<file path="src/rtl/bike_led_ctrl_if.sv">
// Button inputs and display outputs of the bicycle lighting controller.
// The controller takes the slave modport; the board or bench takes the master modport.
interface bike_led_ctrl_if;
  logic       _RST;
  logic       BTN7;
  logic       BTN3;
  logic       BTN5;
  logic       BTN6;
  logic [7:0] row;
  logic [7:0] R_col;
  logic [7:0] G_col;
  logic [7:0] DS;
  logic [7:0] duan;

  modport master (
    output _RST, BTN7, BTN3, BTN5, BTN6,
    input  row, R_col, G_col, DS, duan
  );

  modport slave (
    input  _RST, BTN7, BTN3, BTN5, BTN6,
    output row, R_col, G_col, DS, duan
  );
endinterface

</file>
<file path="src/rtl/bike_led_ctrl.sv">
// Bicycle lighting controller: 8x8 red/green arrow/brake matrix plus 4-digit status display.
// Optional macro DEBOUNCE_EN: BTN7 is accepted only after DEB_CYCLES stable-high clocks.
module bike_led_ctrl #(
  parameter int unsigned BLINK_HALF = 250,
  parameter int unsigned SEC_CYCLES = 500
`ifdef DEBOUNCE_EN
  ,
  parameter int unsigned DEB_CYCLES = 4
`endif
) (
  input logic            clk,
  input logic            rst,
  bike_led_ctrl_if.slave bus
);

  localparam int unsigned BlinkW = $clog2(BLINK_HALF + 1);
  localparam int unsigned TickW  = $clog2(SEC_CYCLES + 1);

  localparam logic [2:0] ModeOff    = 3'd0;
  localparam logic [2:0] ModeIdle   = 3'd1;
  localparam logic [2:0] ModeLeft   = 3'd2;
  localparam logic [2:0] ModeRight  = 3'd3;
  localparam logic [2:0] ModeHazard = 3'd4;
  localparam logic [2:0] ModeBrake  = 3'd5;

  logic              power_q;
  logic [2:0]        scan_q;
  logic [1:0]        dig_q;
  logic [BlinkW-1:0] blink_cnt_q;
  logic              blink_on_q;
  logic [TickW-1:0]  tick_q;
  logic [3:0]        ones_q;
  logic [3:0]        tens_q;
  logic [7:0]        row_q;
  logic [7:0]        r_col_q;
  logic [7:0]        g_col_q;
  logic [7:0]        ds_q;
  logic [7:0]        duan_q;

  logic              press;
  logic [2:0]        mode;
  logic              brake_turn;
  logic [7:0]        g_col_d;
  logic [7:0]        duan_d;
  logic [3:0]        ones_disp;
  logic [3:0]        tens_disp;

  function automatic logic [7:0] seg7(input logic [3:0] v);
    case (v)
      4'h0:    seg7 = 8'h3F;
      4'h1:    seg7 = 8'h06;
      4'h2:    seg7 = 8'h5B;
      4'h3:    seg7 = 8'h4F;
      4'h4:    seg7 = 8'h66;
      4'h5:    seg7 = 8'h6D;
      4'h6:    seg7 = 8'h7D;
      4'h7:    seg7 = 8'h07;
      4'h8:    seg7 = 8'h7F;
      4'h9:    seg7 = 8'h6F;
      4'hA:    seg7 = 8'h77;
      4'hB:    seg7 = 8'h7C;
      4'hC:    seg7 = 8'h39;
      4'hD:    seg7 = 8'h5E;
      4'hE:    seg7 = 8'h79;
      default: seg7 = 8'h71;
    endcase
  endfunction

  function automatic logic [7:0] left_arrow(input logic [2:0] i);
    case (i)
      3'd0:    left_arrow = 8'h10;
      3'd1:    left_arrow = 8'h30;
      3'd2:    left_arrow = 8'h7F;
      3'd3:    left_arrow = 8'hFF;
      3'd4:    left_arrow = 8'hFF;
      3'd5:    left_arrow = 8'h7F;
      3'd6:    left_arrow = 8'h30;
      default: left_arrow = 8'h10;
    endcase
  endfunction

  function automatic logic [7:0] bit_rev(input logic [7:0] x);
    for (int k = 0; k < 8; k++) begin
      bit_rev[k] = x[7-k];
    end
  endfunction

`ifdef DEBOUNCE_EN
  localparam int unsigned DebW = $clog2(DEB_CYCLES + 1);

  logic [DebW-1:0] deb_cnt_q;
  logic            armed_q;

  // armed_q drops after a press so a held button yields exactly one toggle.
  assign press = bus.BTN7 && armed_q && (deb_cnt_q == DebW'(DEB_CYCLES - 1));

  always_ff @(posedge clk) begin
    if (rst) begin
      deb_cnt_q <= '0;
      armed_q   <= 1'b1;
    end else if (!bus.BTN7) begin
      deb_cnt_q <= '0;
      armed_q   <= 1'b1;
    end else if (armed_q) begin
      if (press) begin
        deb_cnt_q <= '0;
        armed_q   <= 1'b0;
      end else begin
        deb_cnt_q <= deb_cnt_q + 1'b1;
      end
    end
  end
`else
  logic b7_q;

  assign press = bus.BTN7 && !b7_q;

  always_ff @(posedge clk) begin
    if (rst) b7_q <= 1'b0;
    else     b7_q <= bus.BTN7;
  end
`endif

  always_comb begin
    mode = ModeOff;
    if (power_q) begin
      if (bus.BTN3 && bus.BTN5) mode = ModeHazard;
      else if (bus.BTN3)        mode = ModeLeft;
      else if (bus.BTN5)        mode = ModeRight;
      else if (bus.BTN6)        mode = ModeBrake;
      else                      mode = ModeIdle;
    end
  end

  assign brake_turn = power_q && bus.BTN6 && (bus.BTN3 || bus.BTN5);

  always_comb begin
    g_col_d = 8'h00;
    if (power_q && blink_on_q) begin
      if (mode == ModeLeft || mode == ModeHazard)  g_col_d = g_col_d | left_arrow(scan_q);
      if (mode == ModeRight || mode == ModeHazard) g_col_d = g_col_d | bit_rev(left_arrow(scan_q));
    end
  end

  // The ride time is retained while off but displayed as 00.
  assign ones_disp = power_q ? ones_q : 4'd0;
  assign tens_disp = power_q ? tens_q : 4'd0;

  always_comb begin
    duan_d = 8'h00;
    case (dig_q)
      2'd0:    duan_d = seg7(ones_disp);
      2'd1:    duan_d = seg7(tens_disp);
      2'd2:    duan_d = 8'h00;
      default: duan_d = seg7({1'b0, mode}) | {brake_turn, 7'b0};
    endcase
  end

  always_ff @(posedge clk) begin
    if (rst) begin
      power_q     <= 1'b0;
      blink_cnt_q <= '0;
      blink_on_q  <= 1'b1;
      tick_q      <= '0;
      ones_q      <= 4'd0;
      tens_q      <= 4'd0;
    end else begin
      if (press) power_q <= !power_q;
      if ((press && !power_q) || !bus._RST) begin
        blink_cnt_q <= '0;
        blink_on_q  <= 1'b1;
        tick_q      <= '0;
        ones_q      <= 4'd0;
        tens_q      <= 4'd0;
      end else if (power_q) begin
        if (blink_cnt_q == BlinkW'(BLINK_HALF - 1)) begin
          blink_cnt_q <= '0;
          blink_on_q  <= !blink_on_q;
        end else begin
          blink_cnt_q <= blink_cnt_q + 1'b1;
        end
        if (tick_q == TickW'(SEC_CYCLES - 1)) begin
          tick_q <= '0;
          if (ones_q == 4'd9) begin
            ones_q <= 4'd0;
            tens_q <= (tens_q == 4'd9) ? 4'd0 : tens_q + 1'b1;
          end else begin
            ones_q <= ones_q + 1'b1;
          end
        end else begin
          tick_q <= tick_q + 1'b1;
        end
      end
    end
  end

  always_ff @(posedge clk) begin
    if (rst) begin
      scan_q  <= 3'd0;
      dig_q   <= 2'd0;
      row_q   <= 8'hFF;
      r_col_q <= 8'h00;
      g_col_q <= 8'h00;
      ds_q    <= 8'hFF;
      duan_q  <= 8'h00;
    end else begin
      scan_q  <= scan_q + 1'b1;
      dig_q   <= dig_q + 1'b1;
      row_q   <= power_q ? ~(8'd1 << scan_q) : 8'hFF;
      r_col_q <= (power_q && bus.BTN6) ? 8'hFF : 8'h00;
      g_col_q <= g_col_d;
      ds_q    <= ~(8'd1 << dig_q);
      duan_q  <= duan_d;
    end
  end

  assign bus.row   = row_q;
  assign bus.R_col = r_col_q;
  assign bus.G_col = g_col_q;
  assign bus.DS    = ds_q;
  assign bus.duan  = duan_q;

endmodule

</file>
<file path="src/flat_wrapper.sv">
// flat-port wrapper written by rule: the top's interface ports become plain ports
module bike_led_ctrl_flat 
#(
  parameter int unsigned BLINK_HALF = 250,
  parameter int unsigned SEC_CYCLES = 500

)
  (clk, rst, bus__RST, bus_BTN7, bus_BTN3, bus_BTN5, bus_BTN6, bus_row, bus_R_col, bus_G_col, bus_DS, bus_duan);
  bike_led_ctrl_if bus_i ();
  input logic clk;
  input logic rst;
  input wire logic [$bits(bus_i._RST)-1:0] bus__RST;
  input wire logic [$bits(bus_i.BTN7)-1:0] bus_BTN7;
  input wire logic [$bits(bus_i.BTN3)-1:0] bus_BTN3;
  input wire logic [$bits(bus_i.BTN5)-1:0] bus_BTN5;
  input wire logic [$bits(bus_i.BTN6)-1:0] bus_BTN6;
  output wire logic [$bits(bus_i.row)-1:0] bus_row;
  output wire logic [$bits(bus_i.R_col)-1:0] bus_R_col;
  output wire logic [$bits(bus_i.G_col)-1:0] bus_G_col;
  output wire logic [$bits(bus_i.DS)-1:0] bus_DS;
  output wire logic [$bits(bus_i.duan)-1:0] bus_duan;
  assign bus_i._RST = bus__RST;
  assign bus_i.BTN7 = bus_BTN7;
  assign bus_i.BTN3 = bus_BTN3;
  assign bus_i.BTN5 = bus_BTN5;
  assign bus_i.BTN6 = bus_BTN6;
  assign bus_row = bus_i.row;
  assign bus_R_col = bus_i.R_col;
  assign bus_G_col = bus_i.G_col;
  assign bus_DS = bus_i.DS;
  assign bus_duan = bus_i.duan;
  bike_led_ctrl #(.BLINK_HALF(BLINK_HALF), .SEC_CYCLES(SEC_CYCLES)) u_core (.clk(clk), .rst(rst), .bus(bus_i));
endmodule
</file>
<file path="config.mk">
export PLATFORM = sky130hd
export DESIGN_NAME = bike_led_ctrl_flat
export DESIGN_NICKNAME = d
export VERILOG_FILES = /design/src/rtl/bike_led_ctrl_if.sv /design/src/rtl/bike_led_ctrl.sv /design/src/flat_wrapper.sv
export SDC_FILE = /design/constraint.sdc
export NUM_CORES = 1
export LEC_CHECK = 0
export CAP_MARGIN = 20
export CORE_ASPECT_RATIO = 1.25
export CORE_UTILIZATION = 45
export DETAILED_ROUTE_END_ITERATION = 7
export HOLD_SLACK_MARGIN = 0.05
export MAX_ROUTING_LAYER = met4
export PLACE_DENSITY_LB_ADDON = 0.12
export SLEW_MARGIN = 20
export SYNTH_ARGS = -nofsm -noshare
export SYNTH_HDL_FRONTEND = slang
export SYNTH_SLANG_ARGS = --single-unit
</file>
<file path="constraint.sdc">
create_clock -name clk -period 2.7 [get_ports clk]
set_clock_uncertainty 0.15 [all_clocks]
set_input_delay 0.27 -clock clk [delete_from_list [all_inputs] [get_ports clk]]
set_output_delay 0.27 -clock clk [all_outputs]
set_load 0.03 [all_outputs]
</file>
### After elaboration in Yosys (flattened, before gate mapping)

Memories as Yosys holds them, arrays and structs flattened.
Index checks and enable logic that the tools add are counted.

* equality and inequality tests: 15
* reductions and logical operators: 25
* mux-type cells: 20
* $add $sub $neg: 6
* bitwise operators: 6
* shifts and indexed selects: 2

Operators with widths (number)
* 8-bit 2-to-1 mux: 8
* 8-bit one-hot mux with 3 select lines: 2
* 4-bit 2-to-1 mux: 4
* 8-bit inverter: 2
* 8-bit OR: 2
* 3-bit 2-to-1 mux: 5
* 3-bit by 2-bit == test with 1-bit output (second input constant): 4
* 3-bit == test (second input constant): 4
* 2-bit OR reduction: 6
* 9-bit by 1-bit adder with 9-bit output (second input constant): 1
* 9-bit == test (second input constant): 1
* 9-bit 2-to-1 mux: 1
* 4-bit by 1-bit adder with 4-bit output (second input constant): 2
* 8-bit by 1-bit adder with 8-bit output (second input constant): 1
* 4-bit == test (second input constant): 2
* 8-bit == test (second input constant): 1
* 1-bit by 2-bit << shifter with 8-bit output (first input constant): 1
* 1-bit by 3-bit << shifter with 8-bit output (first input constant): 1
* 1-bit logical AND: 6
* 1-bit logical NOT: 4
* 1-bit logical OR: 4
* 2-bit AND reduction: 2
* 3-bit by 1-bit adder with 3-bit output (second input constant): 1
* 3-bit by 1-bit == test with 1-bit output (second input constant): 1
* 7 further kinds: 8

* output and inout bits: 40
* memories kept: 3
* flip-flop bits (word level): 73
* memory bits (read-only): 280

Memories
* (name not given): depth 16, width 7, read ports 1, clocked after Yosys merged registers in 0, write ports 0, RTL line bike_led_ctrl.sv:49 `case (v)`
* (name not given): depth 16, width 7, read ports 1, clocked after Yosys merged registers in 0, write ports 0, RTL line bike_led_ctrl.sv:49
* (name not given): depth 8, width 7, read ports 1, clocked after Yosys merged registers in 0, write ports 0, RTL line bike_led_ctrl.sv:49

### Depth between registers and ports, before layout

* word-level depth: 11
* depth in mapped cells: 10

### Least setup slack after synthesis

Ideal clock, no wire load.

* path kind: register -> register
* start: register u_core.power_q
* end: register u_core.duan_q[5], in the netlist u_core.bus.duan[5]
* cell stages (with the launch flop): 11
* slack: 421 ps
* data arrival time: 2058 ps
* path through: dfxtp_1 > buf_4 > buf_4 > buf_2 > nand2_1 > inv_1 > ha_1 > mux2_2 > a221o_1 > a41o_1 > a21oi_1

* cells in the longest elaborated chain, start to end: 5
* elaborated cells on any way between the ends: 9

RTL lines
* start: declaration: RTL line bike_led_ctrl.sv:26 `logic power_q;`
* start signal: assignment: RTL line bike_led_ctrl.sv:168 `if (press) power_q <= !power_q;`
* 3-bit 2-to-1 mux: RTL line bike_led_ctrl.sv:126 `if (power_q) begin`
* memory 8 x 7 bit
* 8-bit 2-to-1 mux: RTL line bike_led_ctrl.sv:151 `case (dig_q)`
* 8-bit OR: RTL line bike_led_ctrl.sv:155 `default: duan_d = seg7({1'b0, mode}) | {brake_turn, 7'b0};`
* 8-bit one-hot mux with 3 select lines (*): RTL line bike_led_ctrl.sv:151
* end signal: assignment: RTL line bike_led_ctrl.sv:213 `duan_q <= duan_d;`
* end: declaration: RTL line bike_led_ctrl.sv:38 `logic [7:0] duan_q;`

Every way passes the cells marked *; elsewhere a longest branch is shown, timed or not. The select of a mux whose other input is x is not followed.
A chain may end at the register's enable or synchronous reset.

### Final worst setup path

* start: register u_core.tens_q[1]
* end: register u_core.duan_q[5], in the netlist u_core.bus.duan[5]

* cells in the longest elaborated chain, start to end: 3

RTL lines
* start: declaration: RTL line bike_led_ctrl.sv:33 `logic [3:0] tens_q;`
* start signal: assignment: RTL line bike_led_ctrl.sv:186 `tens_q <= (tens_q == 4'd9) ? 4'd0 : tens_q + 1'b1;`
* 4-bit 2-to-1 mux: RTL line bike_led_ctrl.sv:147 `assign tens_disp = power_q ? tens_q : 4'd0;`
* memory 16 x 7 bit
* 8-bit one-hot mux with 3 select lines: RTL line bike_led_ctrl.sv:151

Every way passes these cells.

==> reports/results.ini <==
[global_route]
grt_usage_pct = 20.3
grt_max_degree = 24
antenna_found_initial = 0
grt_pass1_vias = 2541
grt.overflow.total = 0
grt_pass1_wl_um = 11900

[power]
pwr-share-clk_pct = 43.9
p_per_area_nw_per_um2 = 534
switching_share_pct = 26.2
seq_power_share_pct = 43.3
max-vdd-ir-drop_v = 0.000351
switching_power_uw = 570
p_comb_share_pct = 12.8
intPower_mw = 1.61
leakage_nw = 1.51

[setup_path]
critPathKind = reg2reg
worstPathRequired_ns = 2.84
cp-start-kind = register
slowest_delay_ns = 0.38
crit_arrival_ns = 2.33
critPathSlowestCell = dfxtp_1
worst_path_most_repeated_cell = inv_1
reg2reg_slack_ns = 0.51
crit_chain = inv_1 > nor2_1 > inv_1 > ha_1 > mux2_2 > a221o_1 > a41o_1 > a21oi_1
critPathMaxFanout = 5
critPathCaptureType = register

[clocking]
cts_root_buffer = clkbuf_8
cts_tree = done
worstSkewPairLatency_ns = 0.36
post_cts_resized = 0
path_clk_slew_ns = 0.07
cts_setup_buffers = 0
h-tree-depth = 3
ctsHoldBuffers = 0
numCtsBuffers = 9
clock_path_buffers = 2
cts_sinks = 61

[route]
avgRoutedWirePerCell_um = 14.2
drc_errors = 0
final_antenna_net_count = 0
drt_wl_total_um = 7400
drtIter0Drc = 80
firstDrtPassIters = 4
vias_per_cell = 5.38
vias = 2799

[logic_synthesis]
ys_ff_latch = 61
yosysSeqAreaShare_pct = 35.6
synth_area_per_cell_um2 = 8.82
async_reset_ff_share_pct = 0
synth_area_um2 = 3430
synth_warnings = 0
synthFlopType = dfxtp_1
ys_types = 68
synth_edf_count = 0
synth_cells = 389

[floorplan]
dieArea_um2 = 7980
coreArea_um2 = 7360
row_count = 35
ios = 47
start_util_pct = 46.6
die_w_um = 80.1
fp.dieH_um = 99.6

[sta]
period_minus_slack_ns = 2.19
maxSlewViolCount = 0
slew_headroom_pct = 56.0
timing.final.ws_setup_ns = 0.508
min_period_over_period_pct = 81.2
finalSetupViolCount = 0
hold_viol_final = 0
maxClockFrequency_ghz = 0.456
finalSetupTns_ns = 0
rsz0062_at_grt = no
tightest_slew_ns = 0.658

[layout]
antenna_cells = 0
syn2layout_area_growth_pct = 18.9
drive_above_1_share_pct = 10.7
nNetsFinal = 458

[placed_design]
dp_hpwl_um = 5450
dp_slack_ns = 0.279
place.gp.congestion = 0.916
io_buffers = 42

[flow_run]
max_cap_viol_count = 0

[status]
outcome = finished clean

[min_path]
min_path_type = reg2reg

cells in the mapped netlist (4+ instances only):
| cell | count | area, um^2 |
|---|---|---|
| xor2_1 | 8 | 70.1 |
| buf_4 | 14 | 105 |
| o21ai_1 | 4 | 20.0 |
| buf_2 | 13 | 65.1 |
| a21oi_1 | 18 | 90.1 |
| a311oi_1 | 4 | 35.0 |
| mux2i_1 | 4 | 40.0 |
| inv_1 | 24 | 90.1 |
| dfxtp_1 | 61 | 1220 |
| nor2b_1 | 8 | 50.1 |
| o211ai_1 | 5 | 37.5 |
| nor2_1 | 43 | 161 |
| or3_1 | 4 | 25.0 |
| nand3_1 | 14 | 70.1 |
| nand4_1 | 10 | 62.6 |
| nand2b_1 | 8 | 50.1 |
| o21ai_0 | 12 | 60.1 |
| xnor2_1 | 12 | 105 |
| ha_1 | 28 | 350 |
| nand2_1 | 29 | 109 |
registers in the layout (all words and copies together), names as in the netlist, 2 cells and up:
register	cells
u_core.dig_q	2
u_core.tens_q	4
u_core.scan_q	3
u_core.bus.duan	8
u_core.bus.DS	4
u_core.bus.G_col	7
u_core.blink_cnt_q	8
u_core.tick_q	9
u_core.bus.row	8
u_core.ones_q	4
cell families (layout without fill, tap and decap cells):
group,Yosys count,count (layout),share of synthesized area (%)
xor gates and xnor gates,20,20,5.11
adders and majority gates,28,28,10.2
buffers and inverters,56,92,8.61
and+or+nand+nor,142,142,22.9
AOI/OAI and AO/OA,74,74,15.3
DFF,61,61,35.6
other,1,4,0.109
muxes,7,7,2.15
power by group through the flow:
stage | Combinational (mW) | Clock (mW) | Sequential [mW]
detailed placement | 0.277 | 0 | 0.964
global route | 0.300 | 1.02 | 0.946
global placement | 0.277 | 0 | 0.963
floorplan | 0.161 | 0 | 0.994
finish | 0.279 | 0.956 | 0.943
CTS | 0.279 | 0.975 | 0.943
path summary, 6_finish.rpt:
path / depth (start not counted) / from / endpoint
max: 8 / u_core.tens_q[1]$_SDFFE_PP0P_ / u_core.bus.duan[5]$_SDFF_PP0_
min reg2reg: 1 / u_core.scan_q[0]$_SDFF_PP0_ / u_core.scan_q[0]$_SDFF_PP0_
min: 1 / u_core.scan_q[0]$_SDFF_PP0_ / u_core.scan_q[0]$_SDFF_PP0_
max reg2reg: 8 / u_core.tens_q[1]$_SDFFE_PP0P_ / u_core.bus.duan[5]$_SDFF_PP0_
cells in the final DEF (no fill, tap or decap), types with 5 or more instances in the layout:
cell,netlist,final
xnor2_1,12,12
clkbuf_8,0,11
buf_4,14,9
nand2_1,29,29
nor2b_1,8,8
xor2_1,8,8
dfxtp_1,61,61
o211ai_1,5,5
nand3_1,14,14
ha_1,28,28
nand2b_1,8,8
a21oi_1,18,18
nand4_1,10,10
clkdlybuf4s50_1,0,42
o21ai_0,12,12
nor2_1,43,43
inv_1,24,24
worst max-delay path, delay by kind of cell, from the launching register on:
kind,cells,cell delay (ns)
simple gates,1,0.23
buf+inv,2,0.24
flops,1,0.38
fa+ha+maj,1,0.25
compound gates,3,0.60
mux,1,0.28
routing by layer:
layer	wire length [um]	vias up	share of wire [%]	GRT usage, %
met5	0	-	0	-
met2	3610	77	49	33.1
met1	3250	1295	44	22.3
li1	-	1408	-	-
met3	299	19	4.0	4.31
met4	245	0	3.3	12.2
through the flow:
step	instance area (um^2)	std cells	hold WS, ns	utilization, %	power (mW)
floorplan	3440	392	0.245	-	1.15
global placement	3840	504	0.286	52.2	1.24
detailed placement	3840	504	0.302	52.2	1.24
CTS	4080	520	0.320	55.4	2.20
global route	4080	520	0.343	55.4	2.27
finish	4080	520	0.312	55.4	2.18
layout make-up:
cell class	instances	area [um^2]
clock buffers	11	151
clock inverters	5	81.3
fillers	698	3280
inverters	25	95.1
multi-input cells	275	1920
flip-flops and latches	61	1220
well taps	92	115
repair buffers	51	488
No activity file was read; power rests on OpenSTA's default activity.
